**config.mk**
```make
export PLATFORM = sky130hd
export DESIGN_NAME = multicycle_ctrl_fsm
export DESIGN_NICKNAME = d
export VERILOG_FILES = /design/src/rtl/multicycle_ctrl_fsm.sv
export SDC_FILE = /design/constraint.sdc
export NUM_CORES = 1
export LEC_CHECK = 0
export BUFFER_PORTS_ARGS = -buffer_cell sky130_fd_sc_hd__buf_2
export CAP_MARGIN = 20
export CORE_MARGIN = 2
export CORE_UTILIZATION = 57
export CTS_BUF_LIST = sky130_fd_sc_hd__clkbuf_4 sky130_fd_sc_hd__clkbuf_8
export CTS_CLUSTER_DIAMETER = 200
export DETAILED_ROUTE_END_ITERATION = 10
export PLACE_DENSITY = 0.95
export SLEW_MARGIN = 10
export SYNTH_ARGS = -nofsm -noshare
export SYNTH_HDL_FRONTEND = slang
export SYNTH_SLANG_ARGS = --single-unit
```
**constraint.sdc**
```tcl
create_clock -name clk -period 2.6 [get_ports clk]
set_clock_uncertainty 0.15 [all_clocks]
set_input_delay 0.39 -clock clk [delete_from_list [all_inputs] [get_ports clk]]
set_output_delay 0.39 -clock clk [all_outputs]
set_load 0.05 [all_outputs]
```
**src/rtl/multicycle_ctrl_fsm.sv**
```systemverilog
// rtl/multicycle_ctrl_fsm.sv - multi-cycle RV32I sequencing controller with memory stall watchdog
// Optional trap on unknown opcodes: define MC_ILLEGAL_TRAP_EN.
module multicycle_ctrl_fsm #(
   parameter int TIMEOUT = 16,
   parameter int CNT_W   = 5
) (
   input  logic       clk,
   input  logic       rst,
   input  logic [6:0] opcode,
   input  logic       zero,
   input  logic       mem_ready,
   output logic       mem_req,
   output logic       AdrSrc,
   output logic       IRWrite,
   output logic       PCWrite,
   output logic       MemWrite,
   output logic       RegWrite,
   output logic [1:0] ResultSrc,
   output logic [1:0] ALUSrcA,
   output logic [1:0] ALUSrcB,
   output logic [1:0] ALUOp,
   output logic [1:0] ImmSrc,
   output logic       fault,
   output logic       illegal
);

   localparam logic [6:0] OP_LW  = 7'b0000011;
   localparam logic [6:0] OP_SW  = 7'b0100011;
   localparam logic [6:0] OP_R   = 7'b0110011;
   localparam logic [6:0] OP_I   = 7'b0010011;
   localparam logic [6:0] OP_JAL = 7'b1101111;
   localparam logic [6:0] OP_BEQ = 7'b1100011;
   localparam logic [CNT_W-1:0] CNT_LAST = CNT_W'(TIMEOUT - 1);

   typedef enum logic [3:0] {
      S_FETCH, S_DECODE, S_MEMADR, S_MEMRD, S_MEMWB, S_MEMWR,
      S_EXECR, S_EXECI, S_ALUWB, S_JAL, S_BEQ, S_FAULT
`ifdef MC_ILLEGAL_TRAP_EN
      , S_ILLEGAL
`endif
   } state_t;

   state_t           state;
   logic [CNT_W-1:0] cnt;
   logic             mr;

   // mem_ready is masked while reset is held so no write strobe can leak out
   assign mr = mem_ready & rst;

   always_ff @(posedge clk or negedge rst) begin
      if (!rst) begin
         state <= S_FETCH;
         cnt   <= '0;
         fault <= 1'b0;
`ifdef MC_ILLEGAL_TRAP_EN
         illegal <= 1'b0;
`endif
      end else begin
         case (state)
            S_FETCH, S_MEMRD, S_MEMWR: begin
               if (mem_ready) begin
                  cnt <= '0;
                  if (state == S_FETCH)      state <= S_DECODE;
                  else if (state == S_MEMRD) state <= S_MEMWB;
                  else                       state <= S_FETCH;
               end else if (cnt == CNT_LAST) begin
                  cnt   <= '0;
                  state <= S_FAULT;
                  fault <= 1'b1;
               end else begin
                  cnt <= cnt + 1'b1;
               end
            end
            S_DECODE: begin
               case (opcode)
                  OP_LW, OP_SW: state <= S_MEMADR;
                  OP_R:         state <= S_EXECR;
                  OP_I:         state <= S_EXECI;
                  OP_JAL:       state <= S_JAL;
                  OP_BEQ:       state <= S_BEQ;
                  default: begin
`ifdef MC_ILLEGAL_TRAP_EN
                     state   <= S_ILLEGAL;
                     illegal <= 1'b1;
`else
                     state <= S_FETCH;
`endif
                  end
               endcase
            end
            S_MEMADR: state <= (opcode == OP_SW) ? S_MEMWR : S_MEMRD;
            S_MEMWB:  state <= S_FETCH;
            S_EXECR:  state <= S_ALUWB;
            S_EXECI:  state <= S_ALUWB;
            S_ALUWB:  state <= S_FETCH;
            S_JAL:    state <= S_ALUWB;
            S_BEQ:    state <= S_FETCH;
            S_FAULT:  state <= S_FAULT;
`ifdef MC_ILLEGAL_TRAP_EN
            S_ILLEGAL: state <= S_ILLEGAL;
`endif
            default:  state <= S_FETCH;
         endcase
      end
   end

`ifndef MC_ILLEGAL_TRAP_EN
   assign illegal = 1'b0;
`endif

   always_comb begin
      mem_req   = 1'b0;
      AdrSrc    = 1'b0;
      IRWrite   = 1'b0;
      PCWrite   = 1'b0;
      MemWrite  = 1'b0;
      RegWrite  = 1'b0;
      ResultSrc = 2'b00;
      ALUSrcA   = 2'b00;
      ALUSrcB   = 2'b00;
      ALUOp     = 2'b00;
      case (state)
         S_FETCH: begin
            mem_req   = 1'b1;
            IRWrite   = mr;
            PCWrite   = mr;
            ResultSrc = 2'b10;
            ALUSrcB   = 2'b10;
         end
         S_DECODE: begin
            ALUSrcA = 2'b01;
            ALUSrcB = 2'b01;
         end
         S_MEMADR: begin
            ALUSrcA = 2'b10;
            ALUSrcB = 2'b01;
         end
         S_MEMRD: begin
            mem_req = 1'b1;
            AdrSrc  = 1'b1;
         end
         S_MEMWB: begin
            ResultSrc = 2'b01;
            RegWrite  = 1'b1;
         end
         S_MEMWR: begin
            mem_req  = 1'b1;
            AdrSrc   = 1'b1;
            MemWrite = mr;
         end
         S_EXECR: begin
            ALUSrcA = 2'b10;
            ALUOp   = 2'b10;
         end
         S_EXECI: begin
            ALUSrcA = 2'b10;
            ALUSrcB = 2'b01;
            ALUOp   = 2'b10;
         end
         S_ALUWB: RegWrite = 1'b1;
         S_JAL: begin
            ALUSrcA = 2'b01;
            ALUSrcB = 2'b10;
            PCWrite = 1'b1;
         end
         S_BEQ: begin
            ALUSrcA = 2'b10;
            ALUOp   = 2'b01;
            PCWrite = zero;
         end
         default: ;
      endcase
   end

   always_comb begin
      case (opcode)
         OP_SW:   ImmSrc = 2'b01;
         OP_BEQ:  ImmSrc = 2'b10;
         OP_JAL:  ImmSrc = 2'b11;
         default: ImmSrc = 2'b00;
      endcase
   end

endmodule

```
==> results.tsv <==
metric	value	unit
vias in the first global route	924	
cell family with most CP delay	buffers and inverters	
drt first pass iters	4	
element type at the critical path start	primary input	
largest cells by area after synthesis	dfrtp_1, nand2b_1, nor2_1	
area fraction in compound gates after synthesis	0.273	
Vias per Instance	6.47	
Final WS setup	162	ps
Peak Freq	0.410	GHz
Min-Delay Path Class	reg2reg	
CP Data Required Time	2060	ps
Yosys reg bits	10	
commonest cells after routing, fill and taps aside	buf_2, nor2_1, a21oi_1	
largest family of logic cells by synthesized area	simple AND/OR/NAND/NOR gates	
CP Capture Type	output port	
Slew @ Worst Pin	617	ps
Max clock buf depth	2	
GPL Wtd Cong	0.850	
Max rail drop VDD	0.621	mV
CTS tree	done	
Final Max Tran Viols	0	
CTS clk-pin slew, worst paths	60	ps
CTS sink count	10	
Max Cap Violations	0	
Crit path arrival time	1900	ps
Synth cell types	47	
Net Count, Synth	136	
CTS root buf	clkbuf_4	
Cell Area, Synth	947	sq um
fin crit period	2440	ps
CP Buf/Inv Count	3	
Post-Synth XOR/XNOR Area	0.0370	
post-synthesis sequential area ratio	0.264	
max_slew headroom	0.589	
Power Density	1290	nW/um^2
post-synthesis area per instance	7.64	sq um
post-synth top area cell	dfrtp_1	
largest net degree at the start of global routing	23	
first-pass GRT wire length	3980	um
DR vias	1054	
unrepaired setup endpoints after global routing	false	
endpoints failing setup	0	
# IOs	29	
critical path, cell by cell	dlygate4sd3_1 -> buf_2 -> nand2_1 -> nor3_1 -> a21oi_1 -> nor2_1 -> buf_2	
worst slack, placed	333	ps
CP Class	in2out	
adder-cell share of the synthesized area	0.0132	
layout cell share with drive strength beyond 1	0.293	
Pleak	0.510	nW
Syn Inst Count	124	
Site Rows	14	
fin area	1110	sq um
port bufs	27	
mean routed wirelength per cell	14.4	um
Crit path largest cell delay	530	ps
setup TNS	0	ps
Final Net Count	160	
end of the worst hold path	fault	
commonest non-fill, non-tap cell in the layout	buf_2	
CTS H-tree lvls	1	
clk_lat worst skew	280	ps
status	finished, final reports clean	
initial antenna violation count	0	
Yosys warning total	0	
reg2reg end	state[0]	
Die Width	44.8	um
CP most frequent cell	buf_2	
R2R Setup Slk	770	ps
CP Max Fanout	11	
EDFF count, synth	0	
starting density of the core	0.622	
Fin. Hold Viols	0	
Hold Path Origin	fault	
P&R area growth vs syn	17.7	%
Detailed Place HPWL	1690	um
Total Routed Length	2350	um
CTS buffer count	3	
WHS Path Cells	1	
die height	44.8	um
total track usage	0.272	
CP startpoint	rst	
Post-synth ARST share	1.00	
total gr overflow	0	
top cell type's share of synthesized area	0.264	
mux share of post-synthesis cell area	0.0238	
Initial DRC Count	40	
Top FF cell, synth	dfrtp_1	
CP max-delay cell	dlygate4sd3_1	
antenna viol nets, final	0	
Worst R2R Start	state[3]	
Placeable Area	1520	sq um
Reg2Reg Depth	4	
die area	2000	sq um
DRC violations left	0	
post-place instance area	1060	sq um
simple-gate share of the synthesized area	0.306	
Antenna diodes	0	
post-route clock period utilization	0.938	
-- final cells by class --
type,instances,area [sq um]
flip-flops and latches,10,254
clock buffers,4,36.3
fillers,109,409
multi-input cells,99,633
repair buffers,29,153
inverters,5,18.8
well taps,16,20.0
-- per-stage QoR --
| stage | hold slack [ps] | power [mW] | std cells | utilization |
|---|---|---|---|---|
| 2_1_floorplan | -55.6 | 1.09 | 124 | - |
| 3_3_place_gp | 108 | 1.23 | 158 | 0.694 |
| 3_5_place_dp | 112 | 1.26 | 158 | 0.694 |
| 4_1_cts | 300 | 1.41 | 163 | 0.724 |
| 5_1_grt | 328 | 1.53 | 163 | 0.732 |
| 6_report | 307 | 1.43 | 163 | 0.732 |
-- power breakdown --
group / switching (mW) / total (mW) / internal [mW]
clock network: 0.0575 / 0.143 / 0.0850
registers: 0.129 / 0.336 / 0.207
logic: 0.659 / 0.956 / 0.296
total: 0.846 / 1.43 / 0.588
-- routing by layer --
metal	share of wire	track usage	vias to the layer above
met5	0	0	-
met3	0.11	0.0680	15
met2	0.48	0.435	61
met1	0.38	0.340	483
li1	-	-	495
met4	0.041	0.139	0
-- synthesized netlist by cell type, types with 3 or more instances --
cell type,number
a211oi_1,4
dfrtp_1,10
nor2_1,14
clkbuf_1,3
inv_1,5
nand2_1,8
xnor2_1,3
nand2b_1,9
a21oi_1,10
buf_2,5
nor3_1,7
o21ai_0,4
-- state kept, by name (all words and copies together), names as in the netlist --
register and count:
state 4, cnt 5, fault 1
-- cell families (layout without fill, tap and decap cells) --
family / Yosys count / after routing
AND/OR/NAND/NOR: 55 / 55
multiplexers: 2 / 2
AO/OA/AOI/OAI: 36 / 36
other: 1 / 1
adder cells (fa/ha/maj): 1 / 1
flip-flops: 10 / 10
buffers and inverters: 15 / 38
XOR/XNOR: 4 / 4
-- how the worst max path moves through the flow --
stage | end | slack (ps) | depth (start not counted)
floorplan | ALUSrcB[1] | 3 | 4
global placement | mem_req | 420 | 5
detailed placement | mem_req | 330 | 5
CTS | mem_req | 30 | 5
global route | PCWrite | 20 | 7
finish | PCWrite | 160 | 7
-- what timing repair did --
action,CTS,global route
hold buffers,1,0
setup buffers,0,0
endpoints found under the setup margin,0,1
hold endpoints to repair,10,0
gates resized for setup,0,5
Power figures use the tool's default switching activity.
